**config.mk**
```make
export PLATFORM = sky130hd
export DESIGN_NAME = ram_rr_arbiter
export DESIGN_NICKNAME = d
export VERILOG_FILES = /design/src/rtl/ram_arb_pkg.sv /design/src/rtl/ram_rr_arbiter_rr_pick2.sv /design/src/rtl/ram_rr_arbiter.sv
export SDC_FILE = /design/constraint.sdc
export NUM_CORES = 1
export LEC_CHECK = 0
export ABC_AREA = 1
export CORE_AREA = 2 2 41 43
export DETAILED_ROUTE_END_ITERATION = 7
export DIE_AREA = 0 0 43 45
export PLACE_DENSITY = 0.78
export SLEW_MARGIN = 20
export SYNTH_ARGS = -nofsm -noshare
export SYNTH_HDL_FRONTEND = slang
export SYNTH_HIERARCHICAL = 1
export SYNTH_SLANG_ARGS = --single-unit
```
**constraint.sdc**
```tcl
create_clock -name clk -period 1.05 [get_ports clk]
set_input_delay 0.105 -clock clk [delete_from_list [all_inputs] [get_ports clk]]
set_output_delay 0.105 -clock clk [all_outputs]
set_load 0.01 [all_outputs]
```
**src/rtl/ram_arb_pkg.sv**
```systemverilog
// Shared definitions for the two-requester RAM arbiter: FSM state
// encoding and the default RAM geometry.
package ram_arb_pkg;

    // Default RAM geometry: 4 locations of 1 bit
    localparam int AW_DEFAULT = 2;
    localparam int DW_DEFAULT = 1;

    // Access sequencer states
    typedef enum logic [1:0] {
        IDLE   = 2'd0,
        ACCESS = 2'd1,
        RDWAIT = 2'd2
    } state_t;

endpackage

```
**src/rtl/ram_rr_arbiter_rr_pick2.sv**
```systemverilog
// Two-way arbitration decision. On a tie the requester that was not
// served last wins; a lone requester always wins.
module rr_pick2
    import ram_arb_pkg::*;
(
    input  logic req0,
    input  logic req1,
    input  logic last,
    output logic winner
);

    // Combinational winner selection (0 = requester 0, 1 = requester 1)
    always_comb begin
        // NOTE: default assignment first so every path drives winner and no latch is inferred.
        winner = 1'b0;
        if (req0 && req1) begin
            winner = ~last;
        end else if (req1) begin
            winner = 1'b1;
        end
    end

endmodule

```
**src/rtl/ram_rr_arbiter.sv**
```systemverilog
// Arbitrates two requesters onto a single registered-read RAM (ram_4x1).
// Sequence per access: IDLE (latch winner) -> ACCESS (gnt, RAM cycle)
// -> RDWAIT for reads (capture ram_dout, pulse rvalid next cycle).
// Build option: define RAM_ARB_FIXED_PRIO_EN for fixed priority
// (requester 0 wins ties); the last-served pointer is then not built.
module ram_rr_arbiter
    import ram_arb_pkg::*;
#(
    parameter int AW = AW_DEFAULT,
    parameter int DW = DW_DEFAULT
) (
    input  logic          clk,
    input  logic          rst,
    input  logic          req0,
    input  logic          req1,
    input  logic          we0,
    input  logic          we1,
    input  logic [AW-1:0] addr0,
    input  logic [AW-1:0] addr1,
    input  logic [DW-1:0] din0,
    input  logic [DW-1:0] din1,
    output logic          gnt0,
    output logic          gnt1,
    output logic [DW-1:0] rdata0,
    output logic [DW-1:0] rdata1,
    output logic          rvalid0,
    output logic          rvalid1,
    output logic          ram_we,
    output logic [AW-1:0] ram_addr,
    output logic [DW-1:0] ram_din,
    input  logic [DW-1:0] ram_dout
);

    state_t state;
    logic   lat_id;     // requester owning the access in flight
    logic   any_req;
    logic   winner;
    logic   last_sel;   // last-served id seen by the picker

    assign any_req = req0 | req1;

`ifdef RAM_ARB_FIXED_PRIO_EN
    // Pretending requester 1 was always served last makes requester 0 win every tie
    assign last_sel = 1'b1;
`else
    logic last_q;

    // Last-served pointer: moves to the winner whenever a grant is launched
    always_ff @(posedge clk) begin
        // NOTE: registers use non-blocking assignments so all of them sample pre-edge values.
        if (rst) begin
            last_q <= 1'b1;
        end else if (state == IDLE && any_req) begin
            last_q <= winner;
        end
    end

    assign last_sel = last_q;
`endif

    rr_pick2 u_pick (
        .req0   (req0),
        .req1   (req1),
        .last   (last_sel),
        .winner (winner)
    );

    // Access sequencer with registered grant, RAM and read-data outputs
    always_ff @(posedge clk) begin
        if (rst) begin
            state    <= IDLE;
            lat_id   <= 1'b0;
            gnt0     <= 1'b0;
            gnt1     <= 1'b0;
            rvalid0  <= 1'b0;
            rvalid1  <= 1'b0;
            rdata0   <= '0;
            rdata1   <= '0;
            ram_we   <= 1'b0;
            ram_addr <= '0;
            ram_din  <= '0;
        end else begin
            // Pulses default low; ram_addr/ram_din/rdata hold unless loaded below
            gnt0    <= 1'b0;
            gnt1    <= 1'b0;
            rvalid0 <= 1'b0;
            rvalid1 <= 1'b0;
            ram_we  <= 1'b0;
            case (state)
                IDLE: begin
                    if (any_req) begin
                        lat_id   <= winner;
                        ram_we   <= winner ? we1   : we0;
                        ram_addr <= winner ? addr1 : addr0;
                        ram_din  <= winner ? din1  : din0;
                        gnt0     <= ~winner;
                        gnt1     <= winner;
                        state    <= ACCESS;
                    end
                end
                ACCESS: begin
                    // ram_we still carries the latched direction during ACCESS
                    state <= ram_we ? IDLE : RDWAIT;
                end
                RDWAIT: begin
                    if (lat_id) begin
                        rdata1  <= ram_dout;
                        rvalid1 <= 1'b1;
                    end else begin
                        rdata0  <= ram_dout;
                        rvalid0 <= 1'b1;
                    end
                    state <= IDLE;
                end
                default: state <= IDLE;
            endcase
        end
    end

endmodule

```
**Yosys cells after proc, flatten, opt, wreduce, memory -nomap -nowiden**

Index checks and enable logic that the tools add are counted.

- Register bits after elaboration: 14
- Word-level logic and storage cells: 40
- Output and inout port bits: 10

- Reductions and logical operators: 8
- Equality and inequality tests: 3
- Bitwise logic cells: 7
- Mux-type cells: 10

Operator list:

| cell | count |
|---|---|
| $mux W1 | 6 |
| $mux W2 | 3 |
| $not A1 Y1 | 6 |
| $reduce_and A2 Y1 | 3 |
| $pmux W2 S2 | 1 |
| $reduce_or A3 Y1 | 1 |
| $eq A2 B1 Y1 const B | 1 |
| $eq A2 B2 Y1 const B | 1 |
| $logic_and A1 B1 Y1 | 2 |
| $logic_not A2 Y1 | 1 |
| $ne A2 B2 Y1 const B | 1 |
| $reduce_or A2 Y1 | 1 |
| $or A1 B1 Y1 | 1 |

**Longest topological paths before layout**

Gate-level depths: netlist of the first run.

- Depth after elaboration: 3
- Gate-level depth with buffers: 7
- Mapped depth without buffers: 7

**Modules after synthesis**

Netlist of the first run, hierarchy kept.

By module, submodules not included:

| module | seq. area each (um2) | times used | area each (um2) | cells each |
|---|---|---|---|---|
| ram_rr_arbiter | 280.3 | 1 | 533.0 | 71 |
| rr_pick2 | 0.0 | 1 | 12.5 | 2 |

**Worst setup path before layout of the first run**

No wires, ideal clock.

- Path type: register to register
- Start point: register last_q
- End point: register ram_addr[0]
- Data arrival time: 0.847 ns
- Required time: 0.937 ns
- Path slack: 0.090 ns
- Cell stages (with the launch flop): 7
- Path buffers: 0
- Path through: dfxtp_1 a21oi_2 inv_2 nand2_1 nand2_1 nor2_1 nor2_1

- Word-level cells in the longest chain between the ends: 3

Ends and longest elaborated chain:

| what | RTL line | RTL |
|---|---|---|
| start, declared | ram_rr_arbiter.sv:46 | `logic last_q;` |
| start signal, assigned | ram_rr_arbiter.sv:54 | `last_q <= winner;` |
| $not A1 Y1 | ram_rr_arbiter_rr_pick2.sv:17 | `winner = ~last;` |
| $mux W1 | ram_rr_arbiter_rr_pick2.sv:16 | `if (req0 && req1) begin` |
| via winner | ram_rr_arbiter.sv:37 | `logic winner;` |
| $mux W2 | ram_rr_arbiter.sv:94 | `ram_addr <= winner ? addr1 : addr0;` |
| end signal, assigned | ram_rr_arbiter.sv:94 |  |
| end, declared | ram_rr_arbiter.sv:29 | `output logic [AW-1:0] ram_addr,` |

The timed path passes the listed nets, and every way through them passes these cells.
A chain may end at the register's enable or synchronous reset.

**Worst setup path after layout of the first run**

- Start point: register ram_addr[1]
- End point: output port ram_addr[1]

No word-level cell between the ends.

==> summary.txt, run 1 <==
Synthesis
  • Synthesized area per cell: 7.47 um^2
  • Synth area leader: dfxtp_1
  • Post-synthesis async set-or-reset flop share: 0%
  • Synthesis-stage register bit count: 14
  • Mapped Nets: 86
  • Netlist cell types: 15
  • Syn. warnings: 6
  • EDFF count, synth: 0
  • Largest cells by area after synthesis: dfxtp_1 (51%), nand2_1 (15%), nor2_1 (8.3%)
  • Synth Cell Area: 546 um^2
  • Seq/Total Area, Yosys: 51.4%
  • Main flop type after synthesis: dfxtp_1
  • Post-Syn Instances: 73
  • Share of the synthesized area in the top cell type: 51.4%

Cells and area
  • N_diodes: 0
  • Layout cells sized above 1: 14.6%
  • Final #Nets: 117
  • Fill count: 152
  • Register Area: 282 um^2
  • Design Area, Final: 852 um^2
  • End-of-flow core utilization: 57.9%
  • Non-Filler Instances: 119
  • Commonest non-fill, non-tap cell in the layout: nand2_1
  • Area Overhead vs Synth: 56.2%
  • Commonest cells after routing, fill and taps aside: nand2_1 (22), dfxtp_1 (13), nor2_1 (12), clkdlybuf4s50_1 (12), dlygate4sd2_1 (10)
  • Multi-input combinational cell area: 231 um^2

Power
  • Maximum vdd drop: 671 uV
  • Sw Ratio: 25.9%
  • Logic pwr share: 19.6%
  • Reg power frac: 48.8%
  • Lkg Pwr: 0.436 nW
  • Switching power: 316 uW
  • Clock power share: 31.6%
  • P_int: 904 uW
  • Power Density: 1430 mW/mm^2

STA
  • FMAX: 995 MHz
  • Setup Viol. Count Final: 0
  • RSZ-0062 raised after global routing: false
  • Pin slew with the least headroom to its limit: 204 ps
  • Setup ws final: 44.5 ps
  • Slew headroom: 86.4%
  • Period utilization: 95.8%
  • Final Hold Viols: 0
  • Max Slew Vio Count: 0
  • Fin crit period: 1010 ps
  • Fin Clk Skew: 2.17 ps
  • Fin Hold WS: 370 ps

Floorplan
  • # rows: 14
  • Core area: 0.00147 mm^2
  • Die Span Y: 45 um
  • IO Pins: 23
  • Die X-Extent: 43 um
  • Die area: 0.00194 mm^2
  • Initial Utilization: 37.1%

Clock tree
  • CTS Hold Bufs: 0
  • CTS sink cnt: 14
  • TritonCTS clock tree: yes
  • Max Root-Sink Buffers: 2
  • CTS H-Tree Depth: 1
  • Setup repair bufs after CTS: 0
  • Worst-path clk slew: 80 ps
  • Root Driver: clkbuf_4
  • Total CTS buffers: 3
  • Worst skew pair latency: 280 ps

Detailed routing
  • Drt pass-1 iters: 2
  • Vias/cell: 4.48
  • Post-route DRC violation count: 0
  • Final WL: 1110 um
  • Initial drt markers: 4
  • Vias post-DR: 533
  • Routed len/inst: 9.29 um
  • Post-route ant nets: 0

Placement
  • Pre-CTS setup slack: -217 ps
  • HPWL Detailed: 802 um
  • Dpl cells: 115
  • PortBufs: 22
  • Placed Area: 816 um^2
  • GPL Wtd Cong: 0.791

Critical path
  • Critical path arrival: 900 ps
  • Crit end category: output port
  • CP top delay family: flip-flops
  • Worst-path fanout max: 2
  • Crit path max-delay cell type: dfxtp_1
  • Worst setup SP type: flip-flop
  • CP max stage delay: 350 ps
  • Crit Path Class: reg -> out
  • CP Buf/Inv Count: 1
  • Critical path data required time: 940 ps
  • CP cell instances: dlygate4sd2_1

GRT
  • Initial antenna violation count: 0
  • Largest net degree at the start of global routing: 9
  • Vias in the first global route: 438
  • Total GRT Usage: 12.2%
  • Global route total overflow: 0
  • First-pass GRT wire length: 1730 um

Status
  • Status: finished clean

Hold path
  • Worst min-delay path category: in -> reg

Job
  • Max-cap violations: 0
## cell type report
cell class,count,area share [%]
clock buffers,4,4.26
inverters,11,4.85
multi-input cells,48,27.2
flip-flops and latches,14,33.0
well taps,16,2.35
repair buffers,26,28.3
## path summary, 6_finish.rpt
kind | startpoint | slack (ps) | cells past startpoint | end
worst min register to register | ram_we$_SDFF_PP0_ | 420 | 1 | state[1]$_SDFFE_PP0P_
worst max-delay path | ram_addr[1]$_SDFFE_PP0P_ | 40 | 1 | ram_addr[1]
worst min-delay path | we0 | 370 | 3 | ram_we$_SDFF_PP0_
worst max register to register | last_q$_SDFFE_PP1P_ | 50 | 6 | ram_addr[0]$_SDFFE_PP0P_
## Yosys cell counts, types with 2 or more instances
library cell / number
dfxtp_1: 14
nand2_1: 22
nand3_1: 4
nor2_1: 12
inv_1: 9
a21oi_1: 2
inv_2: 2
## stage by stage
step	TNS [ps]	total power, mW
final	0	1.22
after global routing	0	1.28
after CTS	0	1.22
after detailed placement	-1130	0.856
after global placement	-1030	0.853
after floorplan	0	0.723
## repair_timing
action                     CTS  global route
resized for setup           10             3
pin swaps                    0             3
setup endpoints to repair   10             2
## worst reg2reg max path: cells and delay by family, from the launching register on
family,cells,cell delay (ps)
AND/OR/NAND/NOR,4,300
buffers and inverters,1,80
AO/OA/AOI/OAI,1,180
flip-flops,1,340
## state kept, by name, indices dropped and copies added, names as in the netlist
register	flops
lat_id	1
ram_din	1
state	2
ram_addr	2
rvalid0	1
rdata1	1
ram_we	1
rdata0	1
gnt1	1
last_q	1
gnt0	1
rvalid1	1
## logic make-up (layout without fill, tap and decap cells)
logic type	after synthesis	count (layout)	synth area share (%)
flip-flops	14	14	51.4
AND/OR/NAND/NOR	44	44	36.7
buffers and inverters	11	41	7.57
AO/OA/AOI/OAI	4	4	4.36
## routing by layer
| layer | part of all wire, % | up-vias | global-route usage [%] |
|---|---|---|---|
| met1 | 44 | 227 | 13.8 |
| met3 | 6.7 | 5 | 2.80 |
| met5 | 0 | - | 0 |
| li1 | - | 281 | - |
| met2 | 46 | 20 | 21.2 |
| met4 | 3.3 | 0 | 7.27 |
## power by group through the flow
stage	combinational [mW]	sequential (mW)	clock (mW)
floorplan	0.106	0.617	0
detailed placement	0.249	0.607	0
CTS	0.236	0.594	0.390
finish	0.239	0.596	0.386
global route	0.265	0.602	0.410
global placement	0.247	0.606	0
Note: power is estimated with default switching activity, not from simulation.
==> run 2, diff against run 1 <==
--- a/config.mk
+++ b/config.mk
@@ -6,9 +6,11 @@
 export NUM_CORES = 1
 export LEC_CHECK = 0
 export ABC_AREA = 1
+export CAP_MARGIN = 30
 export CORE_AREA = 2 2 41 43
 export DETAILED_ROUTE_END_ITERATION = 7
 export DIE_AREA = 0 0 43 45
+export HOLD_SLACK_MARGIN = 0.02
 export PLACE_DENSITY = 0.78
 export SLEW_MARGIN = 20
 export SYNTH_ARGS = -nofsm -noshare
==> results of run 2 <==
Same layout as run 1: the final DEF is identical, and so are final timing and power.
